**src/rtl/mips_multicycle_ctrl.sv**
```systemverilog
// mips_multicycle_ctrl
//   Moore-style control FSM for the shared-memory multicycle MIPS datapath.
//   It sequences FETCH/DECODE and the per-instruction execute states, and it
//   stalls on MemReady so that a slow unified memory can sit behind it.
//
// Optional feature macro: MIPS_CTRL_BNE_EN (adds bne through the BRANCH state).
//
// Ports
//   CLK, rst       clock; asynchronous active-low reset
//   Op, Funct      instruction fields from the IR (sampled every cycle)
//   Zero           ALU zero flag (combinational, current cycle)
//   MemReady       memory completed the current access this cycle
//   IorD, MemWrite, IRWrite, RegDst, MemtoReg, RegWrite,
//   ALUSrcA, ALUSrcB, ALUControl, PCSrc, PCEn
//                  datapath controls, combinational from State/inputs
//   IllegalOp      one-cycle pulse in DECODE for an unsupported Op
//   State          current state code (debug)
module mips_multicycle_ctrl #(
    parameter logic [3:0] RST_STATE = 4'd0
) (
    input  logic       CLK,
    input  logic       rst,
    input  logic [5:0] Op,
    input  logic [5:0] Funct,
    input  logic       Zero,
    input  logic       MemReady,
    output logic       IorD,
    output logic       MemWrite,
    output logic       IRWrite,
    output logic       RegDst,
    output logic       MemtoReg,
    output logic       RegWrite,
    output logic       ALUSrcA,
    output logic [1:0] ALUSrcB,
    output logic [2:0] ALUControl,
    output logic [1:0] PCSrc,
    output logic       PCEn,
    output logic       IllegalOp,
    output logic [3:0] State
);

    typedef enum logic [3:0] {
        FETCH  = 4'd0,
        DECODE = 4'd1,
        MEMADR = 4'd2,
        MEMRD  = 4'd3,
        MEMWB  = 4'd4,
        MEMWR  = 4'd5,
        EXEC   = 4'd6,
        ALUWB  = 4'd7,
        BRANCH = 4'd8,
        ADDIEX = 4'd9,
        ADDIWB = 4'd10,
        JUMP   = 4'd11
    } state_t;

    localparam logic [5:0] OP_RTYPE = 6'b000000;
    localparam logic [5:0] OP_LW    = 6'b100011;
    localparam logic [5:0] OP_SW    = 6'b101011;
    localparam logic [5:0] OP_BEQ   = 6'b000100;
    localparam logic [5:0] OP_ADDI  = 6'b001000;
    localparam logic [5:0] OP_J     = 6'b000010;
`ifdef MIPS_CTRL_BNE_EN
    localparam logic [5:0] OP_BNE   = 6'b000101;
`endif

    localparam logic [2:0] ALU_ADD = 3'b010;
    localparam logic [2:0] ALU_SUB = 3'b110;
    localparam logic [2:0] ALU_AND = 3'b000;
    localparam logic [2:0] ALU_OR  = 3'b001;
    localparam logic [2:0] ALU_SLT = 3'b111;

    state_t state_q;
    state_t state_d;

    // R-type Funct to ALU operation; unknown Funct silently falls back to add.
    function automatic logic [2:0] funct_to_alu(input logic [5:0] f);
        logic [2:0] op;
        case (f)
            6'b100000: op = ALU_ADD;
            6'b100010: op = ALU_SUB;
            6'b100100: op = ALU_AND;
            6'b100101: op = ALU_OR;
            6'b101010: op = ALU_SLT;
            default:   op = ALU_ADD;
        endcase
        return op;
    endfunction

    // State register
    always_ff @(posedge CLK or negedge rst) begin
        if (!rst) begin
            state_q <= state_t'(RST_STATE);
        end else begin
            state_q <= state_d;
        end
    end

    // Next-state and output decode
    always_comb begin
        state_d    = FETCH;
        IorD       = 1'b0;
        MemWrite   = 1'b0;
        IRWrite    = 1'b0;
        RegDst     = 1'b0;
        MemtoReg   = 1'b0;
        RegWrite   = 1'b0;
        ALUSrcA    = 1'b0;
        ALUSrcB    = 2'b00;
        ALUControl = ALU_ADD;
        PCSrc      = 2'b00;
        PCEn       = 1'b0;
        IllegalOp  = 1'b0;

        case (state_q)
            FETCH: begin
                ALUSrcB = 2'b01;
                IRWrite = MemReady;
                PCEn    = MemReady;
                state_d = MemReady ? DECODE : FETCH;
            end
            DECODE: begin
                // Precompute branch target into ALUOut.
                ALUSrcB = 2'b11;
                case (Op)
                    OP_LW, OP_SW: state_d = MEMADR;
                    OP_RTYPE:     state_d = EXEC;
                    OP_BEQ:       state_d = BRANCH;
`ifdef MIPS_CTRL_BNE_EN
                    OP_BNE:       state_d = BRANCH;
`endif
                    OP_ADDI:      state_d = ADDIEX;
                    OP_J:         state_d = JUMP;
                    default: begin
                        state_d   = FETCH;
                        IllegalOp = 1'b1;
                    end
                endcase
            end
            MEMADR: begin
                ALUSrcA = 1'b1;
                ALUSrcB = 2'b10;
                state_d = (Op == OP_LW) ? MEMRD : MEMWR;
            end
            MEMRD: begin
                IorD    = 1'b1;
                state_d = MemReady ? MEMWB : MEMRD;
            end
            MEMWB: begin
                MemtoReg = 1'b1;
                RegWrite = 1'b1;
                state_d  = FETCH;
            end
            MEMWR: begin
                IorD     = 1'b1;
                MemWrite = 1'b1;
                state_d  = MemReady ? FETCH : MEMWR;
            end
            EXEC: begin
                ALUSrcA    = 1'b1;
                ALUControl = funct_to_alu(Funct);
                state_d    = ALUWB;
            end
            ALUWB: begin
                RegDst   = 1'b1;
                RegWrite = 1'b1;
                state_d  = FETCH;
            end
            BRANCH: begin
                ALUSrcA    = 1'b1;
                ALUControl = ALU_SUB;
                PCSrc      = 2'b01;
`ifdef MIPS_CTRL_BNE_EN
                PCEn       = (Op == OP_BNE) ? ~Zero : Zero;
`else
                PCEn       = Zero;
`endif
                state_d    = FETCH;
            end
            ADDIEX: begin
                ALUSrcA = 1'b1;
                ALUSrcB = 2'b10;
                state_d = ADDIWB;
            end
            ADDIWB: begin
                RegWrite = 1'b1;
                state_d  = FETCH;
            end
            JUMP: begin
                PCSrc   = 2'b10;
                PCEn    = 1'b1;
                state_d = FETCH;
            end
            // Unreachable codes recover to FETCH with everything idle.
            default: begin
                state_d = FETCH;
            end
        endcase

        // During reset show FETCH selects with every enable held off,
        // so an aborted write or PC update cannot leak through.
        if (!rst) begin
            IorD       = 1'b0;
            MemWrite   = 1'b0;
            IRWrite    = 1'b0;
            RegDst     = 1'b0;
            MemtoReg   = 1'b0;
            RegWrite   = 1'b0;
            ALUSrcA    = 1'b0;
            ALUSrcB    = 2'b01;
            ALUControl = ALU_ADD;
            PCSrc      = 2'b00;
            PCEn       = 1'b0;
            IllegalOp  = 1'b0;
        end
    end

    assign State = state_q;

endmodule
```
**config.mk**
```make
export PLATFORM = sky130hd
export DESIGN_NAME = mips_multicycle_ctrl
export DESIGN_NICKNAME = d
export VERILOG_FILES = /design/src/rtl/mips_multicycle_ctrl.sv
export SDC_FILE = /design/constraint.sdc
export NUM_CORES = 1
export LEC_CHECK = 0
export BUFFER_PORTS_ARGS = -buffer_cell sky130_fd_sc_hd__buf_4
export CAP_MARGIN = 10
export CORE_MARGIN = 8
export CORE_UTILIZATION = 45
export DETAILED_ROUTE_END_ITERATION = 10
export GPL_ROUTABILITY_DRIVEN = 0
export PLACE_DENSITY = 0.81
export SYNTH_ARGS = -nofsm -noshare
export SYNTH_HDL_FRONTEND = slang
export SYNTH_SLANG_ARGS = --single-unit
```
**constraint.sdc**
```tcl
create_clock -name CLK -period 3.9 [get_ports CLK]
set_input_delay 0.78 -clock CLK [delete_from_list [all_inputs] [get_ports CLK]]
set_output_delay 0.78 -clock CLK [all_outputs]
set_load 0.01 [all_outputs]
```
# --- Yosys cells after proc, flatten, opt, wreduce, memory -nomap -nowiden ---
# Cells that the tools add are included.
word_totals:
  reg_bits: 4
  latch_bits: 0
  mem_bits_rw: 0
  rom_bits: 0
  inputBits: 16
  mem_count: 0
op_classes:
  n_addsub: 0
  n_mul: 0
  n_div: 0
  magnitude_cmp: 0
  n_eq_ne: 20
  shift: 0
  muxes: 32
  n_bitwise: 0
  reduce_logical: 8
op_table:
  columns: ["cell", "n"]
  rows:
  - ["6-bit == test (second input constant)", 6]
  - ["4-bit one-hot mux with 7 select lines", 1]
  - ["4-bit one-hot mux with 5 select lines", 1]
  - ["1-bit two-way mux", 19]
  - ["4-bit by 3-bit == test with 1-bit output (second input constant)", 4]
  - ["4-bit == test (second input constant)", 4]
  - ["3-bit two-way mux", 4]
  - ["3-bit one-hot mux with 4 select lines", 1]
  - ["4-bit by 2-bit == test with 1-bit output (second input constant)", 2]
  - ["6-bit by 2-bit == test with 1-bit output (second input constant)", 1]
  - ["6-bit by 3-bit == test with 1-bit output (second input constant)", 1]
  - ["6-bit by 4-bit == test with 1-bit output (second input constant)", 1]
  - ["6-bit logical NOT", 1]
  - ["2-bit one-hot mux with 3 select lines", 1]
  - ["3-bit one-hot mux with 2 select lines", 1]
  - ["2-bit OR reduction", 3]
  - ["6-bit OR reduction", 1]
  - ["4-bit by 1-bit == test with 1-bit output (second input constant)", 1]
  - ["4-bit logical NOT", 1]
  - ["2-bit two-way mux", 2]
  - ["2-bit one-hot mux with 2 select lines", 1]
  - ["4-bit OR reduction", 1]
  - ["1-bit one-hot mux with 3 select lines", 1]
  - ["3-bit OR reduction", 1]

# --- Depth between registers and ports, before layout ---
# Gate-level depths: netlist (run 1).
logic_depth:
  ltp_word: 5
  depth_mapped: 5

# --- Worst setup path before layout (run 1) ---
# Ideal clock, no wire load.
synth_path:
  kind: "input port to output port"
  startpoint: "in rst"
  endpoint: "out IRWrite"
  arrival_time_ps: 1588
  path_slack_ps: 1532
  stages: 3
  path_buffers: 1
  path_cell_list: "clkbuf_1 -> nand2_1 -> nor4b_1"
synth_via:
  elab_chain_len: 1
synth_rtl:
  columns: ["element", "line", "rtl"]
  rows:
  - ["start: declaration", "22", "input logic rst,"]
  - ["1-bit two-way mux", "202", "if (!rst) begin"]
  - ["end: declaration", "29", "output logic IRWrite,"]
# Every way passes these cells.

# --- Worst setup path in the final report (run 1) ---
layout_path:
  startpoint: "reg state_q[0] (netlist: State[0])"
  endpoint: "out IllegalOp"
layout_via:
  elab_chain_len: 3
layout_rtl:
  columns: ["element", "line", "rtl"]
  rows:
  - ["start: declaration", "73", "state_t state_q;"]
  - ["start signal: assignment", "93", "state_q <= state_t'(RST_STATE);"]
  - ["start signal: assignment", "95", "state_q <= state_d;"]
  - ["4-bit by 1-bit == test with 1-bit output", "115", "case (state_q)"]
  - ["1-bit two-way mux", "115", null]
  - ["1-bit two-way mux", "202", null]
  - ["end: declaration", "38", "output logic IllegalOp,"]
# Every way passes these cells.

==> results of run 1 <==
path summary, 6_finish.rpt:
| check | start | to | slack, ns | cells after the start |
|---|---|---|---|---|
| hold / removal | rst | State[3] | 0.37 | 1 |
| setup / recovery | State[0] | IllegalOp | 1.33 | 4 |
| max in group asynchronous | rst | State[1] | 3.38 | 1 |
| min in group CLK | State[2] | State[3] | 0.77 | 1 |
| hold reg to reg | State[2] | State[3] | 0.77 | 1 |
| setup reg to reg | State[0] | State[1] | 2.28 | 4 |
cell usage in the layout, fill, tap and decap left out, types with 2 or more instances in the layout:
cell type / count
xnor2_1: 2
o221ai_1: 2
a31oi_1: 2
nand2b_1: 4
buf_4: 35
dfrtp_1: 4
nand2_1: 9
inv_1: 3
nor2_1: 7
nor3_1: 6
clkbuf_4: 3
nor3b_1: 4
a21oi_1: 5
nand3_1: 4
nor2b_1: 5
o21ai_0: 6
cell type report:
class / instances / share of cell area [%]
tap: 15 / 2.12
sequential: 4 / 11.3
timing repair buffer: 35 / 29.6
clock buffer: 3 / 2.54
multi-input combinational: 76 / 53.2
inverter: 3 / 1.27
report_power, final:
part	leakage, nW	internal (mW)	total [mW]	switching [mW]
sequential	0.0544	0.0441	0.0543	0.0102
combinational	0.311	0.0360	0.0720	0.0361
clock	0.0138	0.0343	0.0496	0.0153
stage by stage:
stage                     setup slack [ns]  util (%)  area [µm²]  hold WS (ns)  total power [mW]
final                                 1.33      69.0         887         0.374             0.176
after global routing                  1.19      69.0         887         0.374             0.188
after CTS                             1.32      69.0         887         0.367             0.178
after detailed placement              1.46      67.3         865         0.615             0.126
after global placement                1.49      67.3         865         0.617             0.124
after floorplan                       1.53         -         608         0.484            0.0922
cell usage after synthesis, drive strengths merged (2+ instances only):
cell and instances:
o221ai 2, o21ai 6, nand2b 4, xnor2 2, a21oi 5, dfrtp 4, nor3 7, nor3b 5
nor2 7, inv 3, nand2 9, a31oi 2, nor2b 5, nand3 4, clkbuf 2, buf 3
cell families after synthesis:
kind of cell	Yosys count	synth area share, %
buffers and inverters	8	5.97
XOR/XNOR	3	4.32
AND/OR/NAND/NOR	49	46.1
AO/OA/AOI/OAI	22	23.7
flip-flops	4	16.5
multiplexers	2	3.50
layer usage:
| layer | routed length [µm] | part of all wire [%] | vias to the layer above | global-route usage, % |
|---|---|---|---|---|
| li1 | - | - | 395 | - |
| met5 | 0 | 0 | - | 0 |
| met4 | 19 | 0.91 | 0 | 7.33 |
| met1 | 800 | 38 | 374 | 16.4 |
| met2 | 1040 | 50 | 40 | 25.4 |
| met3 | 219 | 11 | 2 | 2.84 |
worst max-delay path, cell delays in order (launching register included):
cell and delay (ns):
dfrtp_1 0.61, nand2b_1 0.24, nor3_1 0.33, and4b_1 0.25, buf_4 0.12
==> metrics.csv, run 1 <==
metric,value,unit
fin_nets,139,
ctsResizeCount,0,
power_leakage,0.379,nW
synth-warning-count,0,
start_util,47.3,%
yosysUniqueCellTypes,37,
critPathKind,reg -> out,
largest_reg_flops,4,
syn2layout_area_growth,45.9,%
async_flop_share,100,%
dpl.hpwl,1640,µm
synth_ff_type,dfrtp_1,
final-setup-viol-count,0,
grt_pass1_vias,747,
ys_seq_elements,4,
yosysSeqAreaShare,16.5,%
via_per_inst,5.96,
clock-sinks,4,
peakVddDrop,0.000122,V
vias,811,
synth_top_cell_area_share,16.5,%
fillCellCount,120,
cts_buffers,3,
status,finished clean,
crit_path_start_kind,flop,
first_pass_iters,4,
worstPathArrival,1.79,ns
grtUsageTotal,14.7,%
wl_per_cell,15.3,µm
synth_top_area_cell,dfrtp_1,
ios,36,
htreeDepth,1,
grt-ovfl-total,0,
core_area,1280,µm²
tightest_slew,0.495,ns
cts-root-buf,clkbuf_4,
path_clk_slew,0.03,ns
post-route-period-util,65.8,%
wl,2080,µm
drc,0,
ctsHoldBuffers,0,
final_max_slew_viol_count,0,
dp_cells,133,
placementRows,13,
fin_skew,0.000304,ns
grt_start_max_net_pins,18,
synthesis.area,608,µm²
tns,0,ns
clockBufferDepth,2,
mappedNetlistNets,104,
critical_path.max_fanout,16,
syn_inst,88,
drtIter0Drc,33,
synth_edf_count,0,
fp.dieH,52.8,µm
maxCapViolCount,0,
worstSetupEndpointType,primary output,
post_cts_buffers,0,
grt_pass1_wl,3190,µm
seqCellArea,100,µm²
avgSynthCellArea,6.91,µm²
slew_headroom,67.0,%
cp_data_required_time,3.12,ns
multi_input_comb_area,472,µm²
max_freq,390,MHz
port_buffers,35,
grt_setup_unrepaired,false,
synthTopCellsByArea,"dfrtp_1 (16%), nand2_1 (5.6%), nor2b_1 (5.1%), nor3_1 (4.9%), o21ai_0 (4.9%)",
dieWidth,52.8,µm
die-area,2780,µm²
drive_gt1_share,33.9,%
stdcell_count,136,
num_antenna_cells,0,
tritoncts,done,
hold_viol,0,
hp-class,in -> async,
fin_crit,2.57,ns
ant_nets,0,
p_per_area,198,nW/µm²
clk_latency,0.23,ns
antenna_found_initial,0,
Power figures use the tool's default switching activity.
==> run 2, diff against run 1 <==
Settings changed: CORE_UTILIZATION 45 to 42, PLACE_DENSITY 0.81 to 0.77.
Clock period 3.9 ns to 2.4 ns, I/O delays scaled along.
==> run 2 against run 1 <==
Against the previous run: combinational power up 83%; highest routed layer is now met3; design area is 2.7% higher; final cell count is 2.2% higher; utilization fell by 0.74 points; critical path type unchanged; via count shrank 2.3%; worst setup slack got worse by 1.0 ns.
==> metrics.csv, run 2 (synthesis results as in run 1) <==
metric,value,unit,change
layout_commonest_cell,buf_4,,
worstSetupEndpointType,primary output,,
maxCapViolCount,0,,unchanged
drc,0,,unchanged
grt_pass1_wl,3310,µm,+3.7%
peakVddDrop,0.000323,V,+160%
drtIter0Drc,17,,-48%
grt-ovfl-total,0,,unchanged
final-setup-viol-count,0,,unchanged
fp.dieH,54.1,µm,+2.4%
worstPathArrival,1.62,ns,-0.17 ns
r2r_slack,0.94,ns,-1.34 ns
final_cell_mix,"buf_4 (38), nand2_1 (9), nor2_1 (7)",,
worst-path-buf-inv,1,,unchanged
die-area,2920,µm²,+4.9%
placementRows,13,,unchanged
final_cell_area,911,µm²,+2.7%
syn2layout_area_growth,49.8,%,
clk_latency,0.24,ns,about the same
cts_buffers,3,,unchanged
path_delay_family,simple AND/OR/NAND/NOR gates,,
start_util,45.6,%,-1.7 points
dp_cells,136,,+2.3%
grt_util_met1,19.6,%,+3.2 points
dieWidth,54.1,µm,+2.4%
via_per_inst,5.70,,-4.5%
slowest_delay,0.50,ns,-0.11 ns
crit_start,State[1],,
tns,0,ns,unchanged
slew_headroom,77.3,%,+10 points
utilization,68.3,%,-0.74 points
post-route-period-util,87.4,%,
drive_gt1_share,36.3,%,+2.4 points
grtUsageTotal,14.7,%,about the same
cts-root-buf,clkbuf_4,,
final_max_slew_viol_count,0,,unchanged
clockBufferDepth,2,,unchanged
p_per_area,325,nW/µm²,+64%
gr-usage-met2,22.0,%,-3.4 points
cp_cell_sequence,"nand2b_1, nor3_1, and4b_1, buf_4",,
power_leakage,0.394,nW,+3.8%
timing.rr.end,State[1],,
core_area,1330,µm²,+3.8%
crit_path_start_kind,flop,,
fin_skew,0.00319,ns,+0.00289 ns
fin_nets,142,,+2.2%
dpl.hpwl,1650,µm,+1.1%
p_total,0.296,mW,+68%
grt_pass1_vias,745,,-0.27%
max_freq,477,MHz,
ios,36,,unchanged
r2r-start,State[1],,
critPathKind,reg -> out,,
tritoncts,done,,
path_clk_slew,0.04,ns,about the same
stdcell_count,139,,+2.2%
grtUsageMet3,4.13,%,+1.3 points
largest_reg_flops,4,,unchanged
critical_path.max_fanout,16,,unchanged
cp_data_required_time,1.92,ns,-1.20 ns
port_buffers,35,,unchanged
wl_per_cell,15.0,µm,-1.9%
htreeDepth,1,,unchanged
reg2regPathDepth,4,,unchanged
fin_crit,2.10,ns,
place_area,887,µm²,+2.6%
num_antenna_cells,0,,unchanged
ant_nets,0,,unchanged
status,finished clean,,
grt_setup_unrepaired,false,,
vias,792,,-2.3%
slowest_stage,dfrtp_2,,
setup.worst_path.end,IllegalOp,,
clock-sinks,4,,unchanged
grt-busiest-layer,met2,,
wl,2090,µm,+0.29%
hold_viol,0,,unchanged
tightest_slew,0.336,ns,-0.159 ns
antenna_found_initial,0,,unchanged
grt_start_max_net_pins,17,,-1
first_pass_iters,5,,+1
cp_num_cells,4,,unchanged
hp-class,in -> async,,
==> run 2: cell count changes in the layout (fill, tap and decap cells not counted) <==
cell,change
dfrtp_2,+1
dfrtp_1,-1
buf_4,+3
==> run 2: report_power, final <==
part | internal (mW) | switching (mW) | total [mW]
combinational | 0.0629 | 0.0692 | 0.132
clock | 0.0561 | 0.0298 | 0.0859
sequential | 0.0719 | 0.00577 | 0.0777
total | 0.191 | 0.105 | 0.296
==> run 2: worst reg2reg max path, delay by kind of cell (launching register included) <==
family          cells  cell delay (ns)
compound gates      2             0.34
simple gates        2             0.53
flops               1             0.50
==> run 2: area by class of cell <==
class	count	area, µm²
Clock buffer	3	22.5
Inverter	3	11.3
Multi-Input combinational cell	76	472
Fill cell	108	423
Tap cell	15	18.8
Timing Repair Buffer	38	285
Sequential cell	4	101
==> run 2: worst min path at each step <==
stage | start | to | slack, ns
after global placement | rst | State[1] | 0.31
final | rst | State[3] | 0.07
after global routing | rst | State[3] | 0.06
after CTS | rst | State[1] | 0.06
after detailed placement | rst | State[1] | 0.31
after floorplan | rst | State[0] | 0.18
==> run 2: repair_timing <==
action / in CTS / in global routing
setup endpoints to repair: 0 / 1
buffers inserted: 0 / 0
hold buffers: 0 / 0
resized for setup: 0 / 1
==> run 2: layer usage <==
metal  part of all wire, %  vias up
met1                    43      359
met4                     0        0
met2                    47       30
met5                     0        -
li1                      -      403
met3                   9.6        0
==> run 2: through the flow <==
stage,setup slack (ns),hold WS (ns)
2_1_floorplan,0.632,0.184
3_3_place_gp,0.521,0.314
3_5_place_dp,0.433,0.314
4_1_cts,0.155,0.0577
5_1_grt,0.161,0.0604
6_report,0.303,0.0679
